===== src/rtl/np_pkg.sv =====
// rtl/np_pkg.sv - shared defaults and FSM encoding for the np posted-write buffer
package np_pkg;

  localparam int NP_WIDTH    = 32;
  localparam int NP_ADDRSIZE = 12;
  localparam int NP_DEPTH    = 4;

  typedef enum logic [1:0] {
    ST_RUN   = 2'd0,
    ST_FLUSH = 2'd1,
    ST_DONE  = 2'd2
  } np_state_t;

endpackage


===== src/rtl/np_wbuf_fifo.sv =====
// rtl/np_wbuf_fifo.sv - circular store queue with youngest-match address lookup
module np_wbuf_fifo
  import np_pkg::*;
#(
  parameter int WIDTH    = NP_WIDTH,
  parameter int ADDRSIZE = NP_ADDRSIZE,
  parameter int DEPTH    = NP_DEPTH
) (
  input  logic                clk,
  input  logic                reset,
  input  logic                push,
  input  logic [ADDRSIZE-1:0] push_addr,
  input  logic [WIDTH-1:0]    push_data,
  input  logic                pop,
  output logic [ADDRSIZE-1:0] head_addr,
  output logic [WIDTH-1:0]    head_data,
  output logic                full,
  output logic                empty,
  output logic                last,
  input  logic [ADDRSIZE-1:0] lookup_addr,
  output logic                hit,
  output logic [WIDTH-1:0]    hit_data
);

  localparam int PW = $clog2(DEPTH);
  localparam int CW = $clog2(DEPTH + 1);

  logic [ADDRSIZE-1:0] addr_q [DEPTH];
  logic [WIDTH-1:0]    data_q [DEPTH];
  logic [PW-1:0]       head_q;
  logic [PW-1:0]       tail_q;
  logic [CW-1:0]       count_q;
  logic [PW-1:0]       idx;
  logic                push_ok;
  logic                pop_ok;

  assign full      = (count_q == CW'(DEPTH));
  assign empty     = (count_q == '0);
  assign last      = (count_q == CW'(1));
  assign head_addr = addr_q[head_q];
  assign head_data = data_q[head_q];

  // A push into a full queue is legal only while the head leaves in the same cycle.
  assign pop_ok  = pop & ~empty;
  assign push_ok = push & (~full | pop_ok);

  always_ff @(posedge clk) begin
    if (reset) begin
      head_q  <= '0;
      tail_q  <= '0;
      count_q <= '0;
    end else begin
      if (push_ok) tail_q <= tail_q + PW'(1);
      if (pop_ok)  head_q <= head_q + PW'(1);
      case ({push_ok, pop_ok})
        2'b10:   count_q <= count_q + CW'(1);
        2'b01:   count_q <= count_q - CW'(1);
        default: count_q <= count_q;
      endcase
    end
  end

  always_ff @(posedge clk) begin
    if (push_ok) begin
      addr_q[tail_q] <= push_addr;
      data_q[tail_q] <= push_data;
    end
  end

  // Walk oldest to youngest so the last match left standing is the youngest.
  always_comb begin
    hit      = 1'b0;
    hit_data = '0;
    idx      = '0;
    for (int k = 0; k < DEPTH; k++) begin
      idx = head_q + PW'(k);
      if ((CW'(k) < count_q) && (addr_q[idx] == lookup_addr)) begin
        hit      = 1'b1;
        hit_data = data_q[idx];
      end
    end
  end

endmodule


===== src/rtl/np_write_buffer.sv =====
// rtl/np_write_buffer.sv - posted-write buffer between the np core and synchronous memory
module np_write_buffer
  import np_pkg::*;
#(
  parameter int WIDTH    = NP_WIDTH,
  parameter int ADDRSIZE = NP_ADDRSIZE,
  parameter int DEPTH    = NP_DEPTH
) (
  input  logic                clk,
  input  logic                reset,
  input  logic                cpu_rd,
  input  logic                cpu_wr,
  input  logic [ADDRSIZE-1:0] cpu_addr,
  input  logic [WIDTH-1:0]    cpu_wdata,
  output logic [WIDTH-1:0]    cpu_rdata,
  output logic                cpu_rvalid,
  output logic                cpu_stall,
  input  logic                flush_req,
  output logic                flush_done,
  output logic                mem_wr,
  output logic [ADDRSIZE-1:0] mem_addr,
  output logic [WIDTH-1:0]    mem_wdata,
  input  logic [WIDTH-1:0]    mem_rdata,
  output logic                err
);

  np_state_t           state_q;
  logic                full, empty, last, hit;
  logic [ADDRSIZE-1:0] head_addr;
  logic [WIDTH-1:0]    head_data, hit_data;
  logic                push, pop, rd_accept;
  logic                is_rd, is_wr, rd_miss;
  logic                rvalid_q, miss_q, err_q;
  logic [WIDTH-1:0]    rdata_q;

  np_wbuf_fifo #(
    .WIDTH    (WIDTH),
    .ADDRSIZE (ADDRSIZE),
    .DEPTH    (DEPTH)
  ) u_fifo (
    .clk         (clk),
    .reset       (reset),
    .push        (push),
    .push_addr   (cpu_addr),
    .push_data   (cpu_wdata),
    .pop         (pop),
    .head_addr   (head_addr),
    .head_data   (head_data),
    .full        (full),
    .empty       (empty),
    .last        (last),
    .lookup_addr (cpu_addr),
    .hit         (hit),
    .hit_data    (hit_data)
  );

  // A simultaneous load and store is serviced as a load; the store is dropped.
  assign is_rd   = cpu_rd;
  assign is_wr   = cpu_wr & ~cpu_rd;
  assign rd_miss = is_rd & ~hit;

  // Port gated during reset so queued stores never reach memory in that cycle.
  always_comb begin
    push      = 1'b0;
    pop       = 1'b0;
    rd_accept = 1'b0;
    cpu_stall = 1'b0;
    mem_wr    = 1'b0;
    mem_addr  = '0;
    mem_wdata = '0;
    if (!reset) begin
      case (state_q)
        ST_RUN: begin
          pop       = ~empty & (full | ~rd_miss);
          cpu_stall = (rd_miss & full) | (is_wr & full & ~pop);
          rd_accept = is_rd & ~cpu_stall;
          push      = is_wr & ~cpu_stall;
          if (rd_miss && !full) mem_addr = cpu_addr;
        end
        ST_FLUSH: begin
          pop       = ~empty;
          cpu_stall = cpu_rd | cpu_wr;
        end
        default: cpu_stall = cpu_rd | cpu_wr;
      endcase
      if (pop) begin
        mem_wr    = 1'b1;
        mem_addr  = head_addr;
        mem_wdata = head_data;
      end
    end
  end

  always_ff @(posedge clk) begin
    if (reset) begin
      state_q  <= ST_RUN;
      rvalid_q <= 1'b0;
      miss_q   <= 1'b0;
      rdata_q  <= '0;
      err_q    <= 1'b0;
    end else begin
      rvalid_q <= rd_accept;
      miss_q   <= rd_accept & ~hit;
      if (rd_accept && hit)       rdata_q <= hit_data;
      else if (rvalid_q && miss_q) rdata_q <= mem_rdata;
      if (cpu_rd && cpu_wr) err_q <= 1'b1;
      case (state_q)
        ST_RUN:   if (flush_req) state_q <= ST_FLUSH;
        ST_FLUSH: if (empty || (last && pop)) state_q <= ST_DONE;
        ST_DONE:  if (!flush_req) state_q <= ST_RUN;
        default:  state_q <= ST_RUN;
      endcase
    end
  end

  // Miss data arrives straight from memory in the valid cycle, then is held locally.
  assign cpu_rdata  = (rvalid_q && miss_q) ? mem_rdata : rdata_q;
  assign cpu_rvalid = rvalid_q;
  assign flush_done = (state_q == ST_DONE);
  assign err        = err_q;

endmodule


===== config.mk =====
export PLATFORM = sky130hd
export DESIGN_NAME = np_write_buffer
export DESIGN_NICKNAME = d
export VERILOG_FILES = /design/src/rtl/np_pkg.sv /design/src/rtl/np_wbuf_fifo.sv /design/src/rtl/np_write_buffer.sv
export SDC_FILE = /design/constraint.sdc
export NUM_CORES = 1
export LEC_CHECK = 0
export BUFFER_PORTS_ARGS = -buffer_cell sky130_fd_sc_hd__buf_2
export CAP_MARGIN = 20
export CORE_UTILIZATION = 49
export CTS_BUF_LIST = sky130_fd_sc_hd__clkbuf_4
export DETAILED_ROUTE_END_ITERATION = 10
export PLACE_DENSITY_LB_ADDON = 0.3
export SLEW_MARGIN = 25
export SYNTH_ARGS = -nofsm -noshare
export SYNTH_HDL_FRONTEND = slang
export SYNTH_SLANG_ARGS = --single-unit

===== constraint.sdc =====
create_clock -name clk -period 4.24 [get_ports clk]
set_input_delay 0.636 -clock clk [delete_from_list [all_inputs] [get_ports clk]]
set_output_delay 0.636 -clock clk [all_outputs]
set_load 0.03 [all_outputs]

# After elaboration in Yosys (flattened, before gate mapping)
# Memories as Yosys holds them, arrays and structs flattened. A register that Yosys moved wholly into a read port is not among the register bits.
# Index checks and enable logic that the tools add are counted.
[word_totals]
rom_bits = 0
out_inout_bits = 81
latchBits = 0
memories = 2
in_bits = 81
mem_bits_rw = 176
regBits = 44
[memory_table]
columns = ["memory", "words", "word_bits", "rd", "rd_ports_with_merged_regs", "wr", "line_no", "source"]
rows = [
  ["u_fifo.data_q", 4, 32, 4, 1, 1, "np_wbuf_fifo.sv:29", "logic [WIDTH-1:0] data_q [DEPTH];"],
  ["u_fifo.addr_q", 4, 12, 4, 1, 1, "np_wbuf_fifo.sv:28", "logic [ADDRSIZE-1:0] addr_q [DEPTH];"],
]
[op_classes]
magnitude_cmp = 4
div = 0
n_shift = 0
add_sub_neg = 6
n_mul = 0
n_mux = 38
eq_ne = 13
n_reduce_logical = 15
bitwise = 22
[op_table]
columns = ["operator", "count"]
rows = [
  ["2-to-1 mux 32 bit", 8],
  ["equality test 12 bit", 4],
  ["2-to-1 mux 12 bit", 4],
  ["2-to-1 mux 1 bit", 16],
  ["2-to-1 mux 2 bit", 7],
  ["bitwise AND 1 bit", 11],
  ["logical AND 1 bit", 9],
  ["inverter 1 bit", 7],
  ["< comparator 1 x 3 -> 1 bit, first input constant", 2],
  ["< comparator 2 x 3 -> 1 bit, first input constant", 2],
  ["inequality test 2 bit, second input constant", 3],
  ["case mux 2 bit (3 select lines)", 1],
  ["case mux 3 bit (2 select lines)", 1],
  ["adder 2 x 1 -> 2 bit, second input constant", 2],
  ["adder 2 bit, second input constant", 2],
  ["equality test 2 x 1 -> 1 bit, second input constant", 2],
  ["equality test 2 bit, second input constant", 2],
  ["bitwise OR 1 bit", 4],
  ["adder 3 x 1 -> 3 bit, second input constant", 1],
  ["equality test 3 x 1 -> 1 bit, second input constant", 1],
  ["equality test 3 bit, second input constant", 1],
  ["logical NOT 3 bit", 1],
  ["AND reduction 3 bit", 1],
  ["subtractor 3 x 1 -> 3 bit, second input constant", 1],
  ["5 further kinds", 5],
]

# Depth between registers and ports, before layout
# An unclocked memory read counts as a cell.
[logic_depth]
ltp_word = 22
ltp_mapped = 17
mapped_depth_nobuf = 12

# Hierarchy
# Synthesis repeated with hierarchy kept, for this count alone.
[hier_totals]
hier_cells = 1058
hier_area_um2 = 14119.8
[by_module_without_submodules]
columns = ["mod", "instances", "cells_per_inst", "seq_area_each_um2", "area_each_um2"]
rows = [
  ["np_wbuf_fifo", 1, 733, 5465.2, 11792.6],
  ["np_write_buffer", 1, 325, 740.7, 2327.2],
]

# Worst setup path before layout
# OpenSTA, ideal clock, no wires.
[synth_path]
path_kind = "reg2out"
from = "register u_fifo.head_q[0]"
to = "output mem_addr[10]"
required_ns = 3.604
n_path_buf = 3
path_stages_with_launch = 12
path_slack_ns = 0.392
arrival_ns = 3.212
cell_sequence = "dfxtp_1 buf_2 mux4_2 xnor2_1 nand4_1 or4_1 clkbuf_1 and2_4 nand4_1 o311ai_2 buf_2 o2bb2ai_1"
[synth_between]
elab_chain_len = 16
elab_cells_between_ends = 25
cone_classes = "3 x add/sub; 3 x eq/ne; 9 x mux; 5 x bitwise; 4 x reduce/logical; 1 x memory"
[synth_rtl]
columns = ["element", "line_no", "source"]
rows = [
  ["start: declaration", "np_wbuf_fifo.sv:30", "logic [PW-1:0] head_q;"],
  ["start signal: assignment", "np_wbuf_fifo.sv:54", "if (pop_ok) head_q <= head_q + PW'(1);"],
  ["adder 2 x 1 -> 2 bit", "np_wbuf_fifo.sv:76", "idx = head_q + PW'(k);"],
  ["memory read (4 x 12 bit) *", "-", ""],
  ["equality test 12 bit", "np_wbuf_fifo.sv:77", "if ((CW'(k) < count_q) && (addr_q[idx] == lookup_addr)) begin"],
  ["logical AND 1 bit", "np_wbuf_fifo.sv:77", ""],
  ["2-to-1 mux 1 bit (2 in a row)", "np_wbuf_fifo.sv:77", ""],
  ["2-to-1 mux 1 bit *", "np_wbuf_fifo.sv:77", ""],
  ["inverter 1 bit *", "np_write_buffer.sv:60", "assign rd_miss = is_rd & ~hit;"],
  ["bitwise AND 1 bit *", "np_write_buffer.sv:60", ""],
  ["inverter 1 bit", "np_write_buffer.sv:74", "pop = ~empty & (full | ~rd_miss);"],
  ["bitwise OR 1 bit", "np_write_buffer.sv:74", ""],
  ["bitwise AND 1 bit", "np_write_buffer.sv:74", ""],
  ["case mux 1 bit (2 select lines)", "np_write_buffer.sv:72", "case (state_q)"],
  ["2-to-1 mux 1 bit", "np_write_buffer.sv:71", "if (!reset) begin"],
  ["2-to-1 mux 12 bit *", "np_write_buffer.sv:86", "if (pop) begin"],
  ["2-to-1 mux 12 bit *", "np_write_buffer.sv:71", ""],
  ["end: declaration", "np_write_buffer.sv:21", "output logic [ADDRSIZE-1:0] mem_addr,"],
]
# Mark *: on every way between the ends. The rest lies on a longest branch, timed or not. The select of a mux whose other input is x is not followed.

# Final worst setup path
[layout_path]
from = "register u_fifo.head_q[0]"
to = "output mem_addr[5]"
# Same word-level chain as after synthesis.

==> impl_metrics.tcl <==
set metrics [dict create \
    critPathMaxStageDelay_ns 0.53 \
    finalNetCount 1428 \
    first_pass_iters 5 \
    async_flop_share 0 \
    crit_type "register to primary output" \
    violations "setup timing" \
    cp_num_buf_inv 3 \
    max_freq_mhz 233.7 \
    cts_root_buf "clkbuf_4" \
    maxSlewViolCount 0 \
    rsz0062_at_grt "yes" \
    status "finished with violations" \
    synth_area_leaders "edfxtp_1 39%, mux4_2 11%, mux2i_1 8.6%, dfxtp_1 6.8%, mux2_2 5.9%" \
    drc 0 \
    core_um2 27100 \
    antenna_found_initial 4 \
    ctsHoldBuffers 0 \
    drtIter0Drc 932 \
    hp-start "cpu_wdata[11]" \
    crit_path_start_kind "register" \
    ioPinCount 162 \
    path_cells "bufbuf_16 -> mux4_2 -> xnor2_2 -> nand4_1 -> a2111o_2 -> and2_4 -> nand4_1 -> o311ai_4 -> buf_12 -> a2bb2o_1 -> buf_6" \
    synth_common_cells "176 x edfxtp_1, 144 x nor2_1, 117 x mux2i_1" \
    synth.most_common_cell "edfxtp_1" \
    switching_power_mw 2.359 \
    grt_pass1_vias 10580 \
    hold_violations 0 \
    final_antenna_net_count 0 \
    avgSynthCellArea_um2 11.49 \
    fp-row-count 60 \
    seq_area_frac_synth 0.4551 \
    p_seq_frac 0.367 \
    peakVddDrop_uv 221.8 \
    worstPathMaxFanout 24 \
    pre_cts_ws_ns 0.3392 \
    p_clk_frac 0.285 \
    switching_share 0.3443 \
    yosys.area.top_type "edfxtp_1" \
    wire_per_inst_um 20.78 \
    synth_flop_cell "edfxtp_1" \
    syn2layout_area_growth_pct 16.64 \
    yosysWarnings 0 \
    cap_violations 0 \
    grt-ovfl-total 0 \
    place_area_um2 14780 \
    setup_violations 3 \
    grt_max_degree 91 \
    final_util 0.5868 \
    synth-edff-count 176 \
    die_x_um 168.8 \
    synthesis.nets 1277 \
    dp_hpwl_um 22940 \
    cts_made_buffers 59 \
    crit_start "u_fifo.head_q[0]" \
    clockBufferDepth 3 \
    cts_tree "yes" \
    setup_tns_ns -0.06285 \
    postLayoutCellArea_um2 15900 \
    combPwrFrac 0.348 \
    slew_headroom 0.3732 \
    synth_seq_cells 222 \
    internal-power_mw 4.492 \
    timing.rr.start "u_fifo.head_q[0]" \
    clk_pin_slew_worst_paths_ns 0.07 \
    htreeDepth 2 \
    grt_pass1_wl_um 57280 \
    layout-drive-gt1-share 0.3377 \
    portBuffers 161 \
    required_ns 3.60 \
    clock_latency_ns 0.72 \
    fin_crit_ns 4.278 \
    syn_area_um2 13640 \
    arrival_ns 3.64 \
    vias_per_cell 6.054 \
    p_per_area_nw_per_um2 430.8 \
    hold_class "input port to register" \
    clock-skew-final_ns 0.06292 \
    syn_inst 1187 \
    path_delay_family "compound AO/OA/AOI/OAI gates" \
    gp_congestion 0.8777 \
    cts.sinks 222 \
    gr-usage-all-layers 0.2584 \
    die_y_um 168.8 \
    drt_wl_total_um 36650 \
    ys_types 52 \
    cp-end-kind "primary output" \
    synth_top_area_frac 0.3876 \
    postLayoutSetupSlackWorst_ns -0.03824 \
    num_vias 10680 \
    p_leak_nw 5.631 \
    initial_core_util 0.5031 \
    die_area_um2 28500 \
    crit_top_cell "nand4_1" \
    slowest_stage "mux4_2" \
    min_period_over_period 1.009 \
    tightest_slew_ns 0.9369 \
]
[registers in the layout (all words and copies together), names as in the netlist, named ones only]
| name | count |
|---|---|
| cpu_rvalid | 1 |
| err | 1 |
| miss_q | 1 |
| rdata_q | 32 |
| state_q | 2 |
| u_fifo.addr_q | 48 |
| u_fifo.count_q | 3 |
| u_fifo.data_q | 128 |
| u_fifo.head_q | 2 |
| u_fifo.tail_q | 2 |
[worst paths after layout]
path / slack (ns) / end / cells after the start
worst min-delay path: 0.14 / u_fifo.data_q[1][11] / 1
worst max register to register: 0.72 / rdata_q[5] / 11
worst max-delay path: -0.04 / mem_addr[5] / 11
worst min register to register: 0.50 / err / 2
[layout by cell type (no fill, tap or decap), types with 5 or more instances in the layout]
cell type,n
nor2_1,144
edfxtp_1,176
nand4_1,7
dfxtp_1,42
mux4_2,69
xor2_1,14
inv_1,50
o21ai_0,7
clkbuf_4,102
o2bb2ai_1,9
o211ai_1,32
nand3_1,43
buf_12,8
xnor2_1,33
a21oi_1,69
buf_2,118
buf_6,7
clkinv_1,10
nand2_1,69
mux2i_1,116
a311oi_1,32
o221ai_1,33
mux2_2,72
ha_1,9
xnor2_2,5
buf_4,63
[routing by layer]
metal	global-route usage	wire, µm	vias up
met5	0	13	-
met4	0.1213	1248	2
met3	0.04793	2952	99
met2	0.4177	17530	495
met1	0.3373	14910	5215
li1	-	-	4869
[area by class of cell]
type	instances	area [µm²]
tap	372	465.4
sequential	222	6221
clock buffer	100	750.7
fill	2271	11200
antenna	3	7.507
inverter	51	191.4
clock inverter	12	55.05
multi-input combinational	805	6863
timing repair buffer	199	1350
[timing repair]
action | CTS | global route
buffers inserted | 4 | 2
gates resized for setup | 50 | 19
cloned | 1 | 0
endpoints found under the setup margin | 46 | 46
pin swaps | 1 | 1
[worst register-to-register path: cells and delay by family (launching register included)]
kind | cells | cell delay, ns
buffers and inverters | 3 | 0.94
AND/OR/NAND/NOR | 3 | 0.87
multiplexers | 1 | 0.54
AO/OA/AOI/OAI | 3 | 0.54
flip-flops | 1 | 0.38
XOR/XNOR | 1 | 0.15
[logic make-up (layout without fill, tap and decap cells)]
group	after synthesis	count (layout)	synth area share
xor+xnor	52	52	0.03340
mux	258	258	0.2593
other cells	0	3	0
fa+ha+maj	9	9	0.008259
compound gates	203	203	0.1072
flops	222	222	0.4551
simple gates	283	283	0.08754
buf+inv	160	362	0.04918
[power by group through the flow]
stage	logic (mW)	registers (mW)	clock network [mW]
after global routing	2.56	2.52	2.10
after global placement	2.19	2.56	0
final	2.38	2.52	1.95
after CTS	2.34	2.52	2.00
after floorplan	1.73	2.50	0
after detailed placement	2.23	2.56	0
[metrics by stage]
| step | cells | hold WS, ns | total power [mW] |
|---|---|---|---|
| after floorplan | 1187 | 0.5136 | 4.233 |
| after global placement | 1642 | 0.4900 | 4.752 |
| after detailed placement | 1642 | 0.4792 | 4.790 |
| after CTS | 1759 | 0.08400 | 6.852 |
| after global routing | 1764 | 0.09994 | 7.185 |
| final | 1764 | 0.1365 | 6.852 |
Note: power is estimated with default switching activity, not from simulation.
